$ cat config.mk
export PLATFORM = sky130hd
export DESIGN_NAME = vec_mem_sequencer
export DESIGN_NICKNAME = d
export VERILOG_FILES = /design/src/rtl/vec_mem_sequencer_pkg.sv /design/src/rtl/vec_mem_sequencer_lane_buffer.sv /design/src/rtl/vec_mem_sequencer.sv
export SDC_FILE = /design/constraint.sdc
export NUM_CORES = 1
export LEC_CHECK = 0
export CORE_ASPECT_RATIO = 0.8
export CORE_MARGIN = 4
export CORE_UTILIZATION = 30
export CTS_CLUSTER_DIAMETER = 100
export DETAILED_ROUTE_END_ITERATION = 7
export PLACE_DENSITY = 0.6
export SETUP_SLACK_MARGIN = 0.05
export SLEW_MARGIN = 20
export SYNTH_ARGS = -nofsm -noshare
export SYNTH_HDL_FRONTEND = slang
export SYNTH_SLANG_ARGS = --single-unit
$ cat constraint.sdc
create_clock -name clk -period 4.6 [get_ports clk]
set_input_delay 1.38 -clock clk [delete_from_list [all_inputs] [get_ports clk]]
set_output_delay 1.38 -clock clk [all_outputs]
set_load 0.005 [all_outputs]
$ cat src/rtl/vec_mem_sequencer_pkg.sv
// Shared definitions for the vector memory-stage sequencer.
//   state_e       : sequencer states (idle, issuing beats, result cycle)
//   LANES_DEFAULT : default number of 32-bit lanes per vector register
//   WORD_W        : width of one memory beat / vector lane
//   lane_lo()     : low bit position of a lane inside a flat lane bus
package vec_mem_sequencer_pkg;

  typedef enum logic [1:0] {
    ST_IDLE = 2'd0,
    ST_BUSY = 2'd1,
    ST_DONE = 2'd2
  } state_e;

  localparam int unsigned LANES_DEFAULT = 4;
  localparam int unsigned WORD_W        = 32;

  function automatic int unsigned lane_lo(input int unsigned lane);
    return lane * WORD_W;
  endfunction

endpackage

$ cat src/rtl/vec_mem_sequencer_lane_buffer.sv
// Lane buffer: LANES x 32-bit register file collecting load beats.
//   clk, rst_n : clock, asynchronous active-low reset (clears all lanes)
//   we         : write strobe for one lane
//   widx       : lane written when we is high
//   wdata      : word written into lane widx
//   rdata_flat : all lanes, lane i at bits [32i+31:32i]
module vec_mem_sequencer_lane_buffer
  import vec_mem_sequencer_pkg::*;
#(
  parameter int unsigned LANES = LANES_DEFAULT
) (
  input  logic                                clk,
  input  logic                                rst_n,
  input  logic                                we,
  input  logic [$clog2(LANES)-1:0]            widx,
  input  logic [WORD_W-1:0]                   wdata,
  output logic [LANES*WORD_W-1:0]             rdata_flat
);

  logic [LANES*WORD_W-1:0] mem_q, mem_d;

  always_comb begin
    mem_d = mem_q;
    if (we) begin
      mem_d[lane_lo(32'(widx)) +: WORD_W] = wdata;
    end
  end

  always_ff @(posedge clk or negedge rst_n) begin
    if (!rst_n) begin
      mem_q <= '0;
    end else begin
      mem_q <= mem_d;
    end
  end

  assign rdata_flat = mem_q;

endmodule

$ cat src/rtl/vec_mem_sequencer.sv
// Memory-stage sequencer. Turns a scalar load/store into one data-memory
// beat and a vector load/store into LANES consecutive word beats, stalls the
// pipeline until the access completes and presents the load result.
//   clk, rst_n          : clock, asynchronous active-low reset
//   op_valid            : MEM-stage instruction valid
//   mem_read/mem_write  : load / store request (write wins if both)
//   vector_op           : vector access (LANES beats)
//   addr                : base byte address (low two bits ignored, flagged)
//   wdata, wdata_vec    : scalar / vector store data
//   stall               : hold upstream stages
//   result_valid        : one-cycle completion pulse
//   rdata, rdata_vec    : load result (held until the next completion)
//   misalign            : base address was not word aligned
//   dmem_*              : single-beat data-memory request/response
module vec_mem_sequencer
  import vec_mem_sequencer_pkg::*;
#(
  parameter int unsigned LANES = LANES_DEFAULT,
  parameter int unsigned AW    = 32
) (
  input  logic                      clk,
  input  logic                      rst_n,
  input  logic                      op_valid,
  input  logic                      mem_read,
  input  logic                      mem_write,
  input  logic                      vector_op,
  input  logic [AW-1:0]             addr,
  input  logic [WORD_W-1:0]         wdata,
  input  logic [LANES*WORD_W-1:0]   wdata_vec,
  output logic                      stall,
  output logic                      result_valid,
  output logic [WORD_W-1:0]         rdata,
  output logic [LANES*WORD_W-1:0]   rdata_vec,
  output logic                      misalign,
  output logic                      dmem_req,
  output logic                      dmem_we,
  output logic [AW-1:0]             dmem_addr,
  output logic [WORD_W-1:0]         dmem_wdata,
  input  logic [WORD_W-1:0]         dmem_rdata,
  input  logic                      dmem_ack
);

  localparam int unsigned BW = $clog2(LANES);
  localparam int unsigned VW = LANES * WORD_W;
  localparam logic [BW-1:0] LAST_VEC = BW'(LANES - 1);

  state_e            state_q, state_d;
  logic [BW-1:0]     beat_q, beat_d;
  logic [AW-1:0]     base_q, base_d;
  logic              we_q, we_d;
  logic              vec_q, vec_d;
  logic              mis_q, mis_d;
  logic [WORD_W-1:0] wdata_q, wdata_d;
  logic [VW-1:0]     wvec_q, wvec_d;
  logic [VW-1:0]     hold_vec_q, hold_vec_d;
  logic              hold_mis_q, hold_mis_d;

  logic              start;
  logic              buf_we;
  logic [BW-1:0]     last_idx;
  logic [VW-1:0]     buf_flat;
  logic [VW-1:0]     cur_vec;

  // Gating with rst_n keeps the combinational start-cycle stall low while
  // reset is asserted, so every output is zero during reset.
  assign start    = rst_n & op_valid & (mem_read | mem_write);
  assign last_idx = vec_q ? LAST_VEC : '0;
  assign cur_vec  = vec_q ? buf_flat
                          : {{(VW - WORD_W){1'b0}}, buf_flat[WORD_W-1:0]};

  vec_mem_sequencer_lane_buffer #(
    .LANES (LANES)
  ) u_lane_buffer (
    .clk        (clk),
    .rst_n      (rst_n),
    .we         (buf_we),
    .widx       (beat_q),
    .wdata      (dmem_rdata),
    .rdata_flat (buf_flat)
  );

  always_comb begin
    state_d      = state_q;
    beat_d       = beat_q;
    base_d       = base_q;
    we_d         = we_q;
    vec_d        = vec_q;
    mis_d        = mis_q;
    wdata_d      = wdata_q;
    wvec_d       = wvec_q;
    hold_vec_d   = hold_vec_q;
    hold_mis_d   = hold_mis_q;
    stall        = 1'b0;
    result_valid = 1'b0;
    dmem_req     = 1'b0;
    dmem_we      = 1'b0;
    dmem_addr    = '0;
    dmem_wdata   = '0;
    buf_we       = 1'b0;
    rdata_vec    = hold_vec_q;
    misalign     = hold_mis_q;

    unique case (state_q)
      ST_IDLE: begin
        if (start) begin
          stall   = 1'b1;
          base_d  = {addr[AW-1:2], 2'b00};
          we_d    = mem_write;
          vec_d   = vector_op;
          mis_d   = |addr[1:0];
          wdata_d = wdata;
          wvec_d  = wdata_vec;
          beat_d  = '0;
          state_d = ST_BUSY;
        end
      end
      ST_BUSY: begin
        stall      = 1'b1;
        dmem_req   = 1'b1;
        dmem_we    = we_q;
        // AW-bit addition: the beat address wraps silently past the top.
        dmem_addr  = base_q + AW'({beat_q, 2'b00});
        dmem_wdata = vec_q ? wvec_q[lane_lo(32'(beat_q)) +: WORD_W] : wdata_q;
        if (dmem_ack) begin
          buf_we = ~we_q;
          if (beat_q == last_idx) begin
            state_d = ST_DONE;
          end else begin
            beat_d = beat_q + BW'(1);
          end
        end
      end
      ST_DONE: begin
        // The instruction is still presented here; returning to IDLE
        // unconditionally keeps it from being issued a second time.
        result_valid = 1'b1;
        rdata_vec    = cur_vec;
        misalign     = mis_q;
        hold_vec_d   = cur_vec;
        hold_mis_d   = mis_q;
        state_d      = ST_IDLE;
      end
      default: begin
        state_d = ST_IDLE;
      end
    endcase
  end

  assign rdata = rdata_vec[WORD_W-1:0];

  always_ff @(posedge clk or negedge rst_n) begin
    if (!rst_n) begin
      state_q    <= ST_IDLE;
      beat_q     <= '0;
      base_q     <= '0;
      we_q       <= 1'b0;
      vec_q      <= 1'b0;
      mis_q      <= 1'b0;
      wdata_q    <= '0;
      wvec_q     <= '0;
      hold_vec_q <= '0;
      hold_mis_q <= 1'b0;
    end else begin
      state_q    <= state_d;
      beat_q     <= beat_d;
      base_q     <= base_d;
      we_q       <= we_d;
      vec_q      <= vec_d;
      mis_q      <= mis_d;
      wdata_q    <= wdata_d;
      wvec_q     <= wvec_d;
      hold_vec_q <= hold_vec_d;
      hold_mis_q <= hold_mis_d;
    end
  end

endmodule

Word level (Yosys, flattened, before mapping) --
Index checks and enable logic that the tools add are counted.
Storage, ports and cells: bits in registers 454, bits of input ports 231, output and inout port bits 229, logic and storage cells 57
Operators by class: $add $sub $neg 3, equality and inequality tests 7, shift-type cells 3, multiplexer cells 23, bitwise operators 4, reductions and logical operators 6
Operators with widths (number):
- $mux W128 | 2
- $bwmux W128 | 1
- $shift A32 B34 Y128 const A | 1
- $shiftx A128 B8 Y32 | 1
- $shiftx A32 B34 Y128 | 1
- $mux W32 | 3
- $neg A7 Y34 | 1
- $add A32 B4 Y32 | 1
- $mux W2 | 7
- $ne A2 B2 Y1 const B | 4
- $pmux W2 S2 | 2
- $mux W1 | 7
- $reduce_and A4 Y1 | 1
- $reduce_and A3 Y1 | 1
- $add A2 B1 Y2 const B | 1
- $and A1 B1 Y1 | 2
- $eq A2 B1 Y1 const B | 1
- $eq A2 B2 Y1 | 1
- $eq A2 B2 Y1 const B | 1
- $logic_not A2 Y1 | 1
- $pmux W1 S2 | 1
- $reduce_and A2 Y1 | 1
- $reduce_bool A2 Y1 | 1
- $reduce_or A2 Y1 | 1
- 2 further kinds | 2

Logic depth before layout (Yosys ltp) --
word-level depth 5, mapped depth 8, mapped depth without buffers 6

Cells and area by module --
Synthesis repeated with hierarchy kept, for this count alone.
Second synthesis, totals: cells, all modules 1691, area, all modules 20273.2 um^2
Modules (own cells, without submodules):
- vec_mem_sequencer | instances 1, cells each 1269, area an instance 14556.5 um^2, seq. area each 8157.8 um^2
- vec_mem_sequencer_lane_buffer | instances 1, cells each 422, area an instance 5716.7 um^2, seq. area each 3203.1 um^2

Worst setup path before layout --
OpenSTA, ideal clock, no wires.
path type reg-to-output, start point reg beat_q[0], end point out dmem_addr[26], data arrival time 2.157 ns, data required time 3.220 ns, setup slack 1.063 ns, stages on the path, launching flop included 8, path buffers 1, cell sequence dfrtp_1 > ha_1 > fa_1 > nand4_2 > or3_1 > clkbuf_1 > or4_1 > a21oi_1
On the way: longest elaborated chain between the ends 2
RTL lines:
- from (decl) | RTL line vec_mem_sequencer.sv:48 | logic [BW-1:0] beat_q, beat_d;
- from (signal assigned) | RTL line vec_mem_sequencer.sv:165 | beat_q <= beat_d;
- $add A32 B4 Y32 | RTL line vec_mem_sequencer.sv:122 | dmem_addr = base_q + AW'({beat_q, 2'b00});
- $mux W32 | RTL line vec_mem_sequencer.sv:103 | unique case (state_q)
- to (decl) | RTL line vec_mem_sequencer.sv:37 | output logic [AW-1:0] dmem_addr,
Every way passes these cells.

Worst setup path in the final report --
Ends and elaborated chain as after synthesis.

==> results.yml <==
outcome:
  outcome: "completed"
grt:
  grt-busiest-layer: "met2"
  grt_pass1_vias: 15700
  grt_max_degree: 139
  grt_usage_pct: 17.3
  use_met3_pct: 5.33
  gr-usage-met2_pct: 26.8
  overflow: 0
  met1_usage_pct: 23.7
  antenna_found_initial: 12
  grt_pass1_wl_mm: 94.5
timing:
  setup_viol: 0
  hold_ws_ps: 462
  fin_tns_setup_ps: 0
  max_freq_ghz: 0.225
  relSlewSlack_pct: 39.1
  final_max_slew_viol_count: 0
  fin_crit_sh_pct: 96.7
  fin_skew_ps: 19.4
  finalHoldViolations: 0
  period_needed_ps: 4450
  worstMarginPinSlew_ps: 914
  rsz0062_at_grt: "yes"
drt:
  drt-initial-drc-count: 875
  vias: 15100
  drc: 0
  routed_wl_mm: 61.6
  viasPerCell: 4.83
  ant_nets: 0
  dr.pass1.iters: 7
  wl_per_cell_um: 19.6
clock_network:
  cts_made_buffers: 48
  cts.reportedPaths.clkPinSlew_ps: 60
  cts_hold_buf: 0
  cts_tree: "done"
  root_buffer: "clkbuf_16"
  clock_path_buffers: 3
  clk_latency_ps: 590
  cts.htree.levels: 2
  clock_sinks: 454
logic_synthesis:
  ys.warnings.count: 0
  avgSynthCellArea_um2: 10.7
  synth-edff-count: 0
  yosysUniqueCellTypes: 47
  synth_cells: 1837
  ys_seq_elements: 454
  async_flop_share_pct: 100
  synthFlopType: "dfrtp_1"
  netlist_area_um2: 19700
  ys_seq_area_share_pct: 57.7
cells_and_area:
  final_cell_mix: "nand2_1, clkdlybuf4s50_1, dfrtp_1"
  fin_nets: 2476
  area_delta_synth_final_pct: 36.6
  final_common_cell: "nand2_1"
  design_area_um2: 26900
  drive_gt1_share_pct: 17.0
worst_setup_path:
  critPathSlowestCell: "or4_1"
  crit_buf_inv: 2
  crit_required_ps: 3220
  crit_family: "simple AND/OR/NAND/NOR gates"
  cp_cell_sequence: "ha_2, fa_2, nand4_4, or3_4, buf_4, or4_1, a21oi_2, clkdlybuf4s15_1"
  crit_type: "flip-flop to primary output"
  arrival_ps: 3070
  endpoint_kind: "primary output"
  r2r_cells: 7
  path_depth: 8
  critPathMaxFanout: 5
  max_stage_delay_ps: 530
  critPathLaunchType: "flip-flop"
power_and_ir_drop:
  p_per_area_nw_per_um2: 567
  p_leak_nw: 11.7
  irDropWorstVdd_mv: 0.347
floorplanning:
  die_h_um: 237
  core.rowCount: 83
  core-area_um2: 64600
  die_w_um: 294
  ioPinCount: 460
  dieArea_um2: 69800
  start_util_pct: 30.5
placement:
  placed_area_um2: 25000
  gp_congestion: 0.912
  io_buffers: 457
  detailed_place_hpwl_mm: 43.2
hold_path:
  holdPathStages: 2
  min_path_type: "flip-flop to flip-flop"
run:
  cap_violations: 0
## per-stage QoR
stage	cells	power, mW	utilization, %	setup WS [ps]
6_report	3135	15.2	41.6	150
5_1_grt	3131	16.2	41.6	27.0
4_1_cts	3122	15.4	41.5	33.7
3_5_place_dp	3029	11.2	38.8	432
3_3_place_gp	3029	11.1	38.8	449
2_1_floorplan	1838	8.77	-	1060
## synthesized netlist by cell type, types with 2 or more instances
| cell | number | area share (%) |
|---|---|---|
| buf_2 | 19 | 0.48 |
| buf_4 | 34 | 1.3 |
| o31ai_1 | 9 | 0.34 |
| nand4_1 | 6 | 0.19 |
| nand2b_1 | 2 | 0.064 |
| nor2_1 | 50 | 0.95 |
| nor4_1 | 2 | 0.064 |
| a41o_1 | 3 | 0.15 |
| inv_1 | 9 | 0.17 |
| a31oi_1 | 3 | 0.095 |
| and4_1 | 4 | 0.18 |
| clkbuf_1 | 91 | 1.7 |
| or4_1 | 9 | 0.34 |
| nor3b_1 | 3 | 0.11 |
| o21ai_0 | 137 | 3.5 |
| dfrtp_1 | 454 | 58 |
| or3_1 | 4 | 0.13 |
| a21oi_1 | 17 | 0.43 |
| nor3_1 | 6 | 0.15 |
| mux2i_1 | 33 | 1.7 |
| mux4_2 | 32 | 3.7 |
| nand3_1 | 102 | 2.6 |
| ha_1 | 7 | 0.44 |
| xor2_1 | 3 | 0.13 |
| nand2_1 | 565 | 11 |
| xnor2_1 | 8 | 0.36 |
| and2_1 | 6 | 0.19 |
| buf_1 | 9 | 0.17 |
| mux2_2 | 192 | 11 |
## routing by layer
metal / share of wire, % / up-vias
li1: - / 6970
met5: 0.12 / -
met1: 44 / 7513
met3: 8.6 / 101
met2: 45 / 540
met4: 2.1 / 12
## cell families after synthesis
group,share of synthesized area [%]
XOR/XNOR,0.489
flip-flops,57.7
adder cells (fa/ha/maj),0.547
buffers and inverters,3.93
other,0.0191
AND/OR/NAND/NOR,16.3
multiplexers,16.3
AO/OA/AOI/OAI,4.72
## area by class of cell
cell class / count / area [µm²]
tap: 850 / 1060
clock inverter: 20 / 228
inverter: 10 / 40.0
sequential: 454 / 11400
fill: 6139 / 37700
antenna: 8 / 20.0
clock buffer: 70 / 1490
timing repair buffer: 502 / 5040
multi-input combinational: 1221 / 7640
## what timing repair did
item / 4_1_cts / 5_1_grt
setup endpoints to repair: 5 / 28
pin swaps: 2 / 4
buffers inserted: 3 / 4
resized for setup: 11 / 10
gates cloned: 0 / 1
## final timing paths
kind / endpoint / slack [ps] / startpoint
min in group asynchronous: hold_vec_q[121] / 920 / rst_n
max in group asynchronous: wvec_q[96] / 1760 / rst_n
worst min-delay path: hold_vec_q[95] / 460 / hold_vec_q[95]
worst max-delay path: dmem_addr[26] / 150 / beat_q[0]
worst max register to register: u_lane_buffer.rdata_flat[86] / 1780 / beat_q[0]
worst min register to register: hold_vec_q[95] / 460 / hold_vec_q[95]
## power by group
group / internal [mW] / switching (mW) / leakage [nW]
Combinational: 2.74 / 2.32 / 4.98
Clock: 2.42 / 1.69 / 0.843
Sequential: 5.23 / 0.834 / 5.87
Total: 10.4 / 4.85 / 11.7
## tightest hold or removal path: stages, from the launching register on
cell and delay, ps:
dfrtp_1 320, nand2_1 40, nand2_1 60
## state kept, by name, summed over array words and instances, names as in the netlist
register,cells
hold_vec_q,128
u_lane_buffer.rdata_flat,128
wvec_q,128
wdata_q,32
base_q,30
beat_q,2
state_q,2
hold_mis_q,1
mis_q,1
vec_q,1
we_q,1
(Power assumes the default switching activity.)
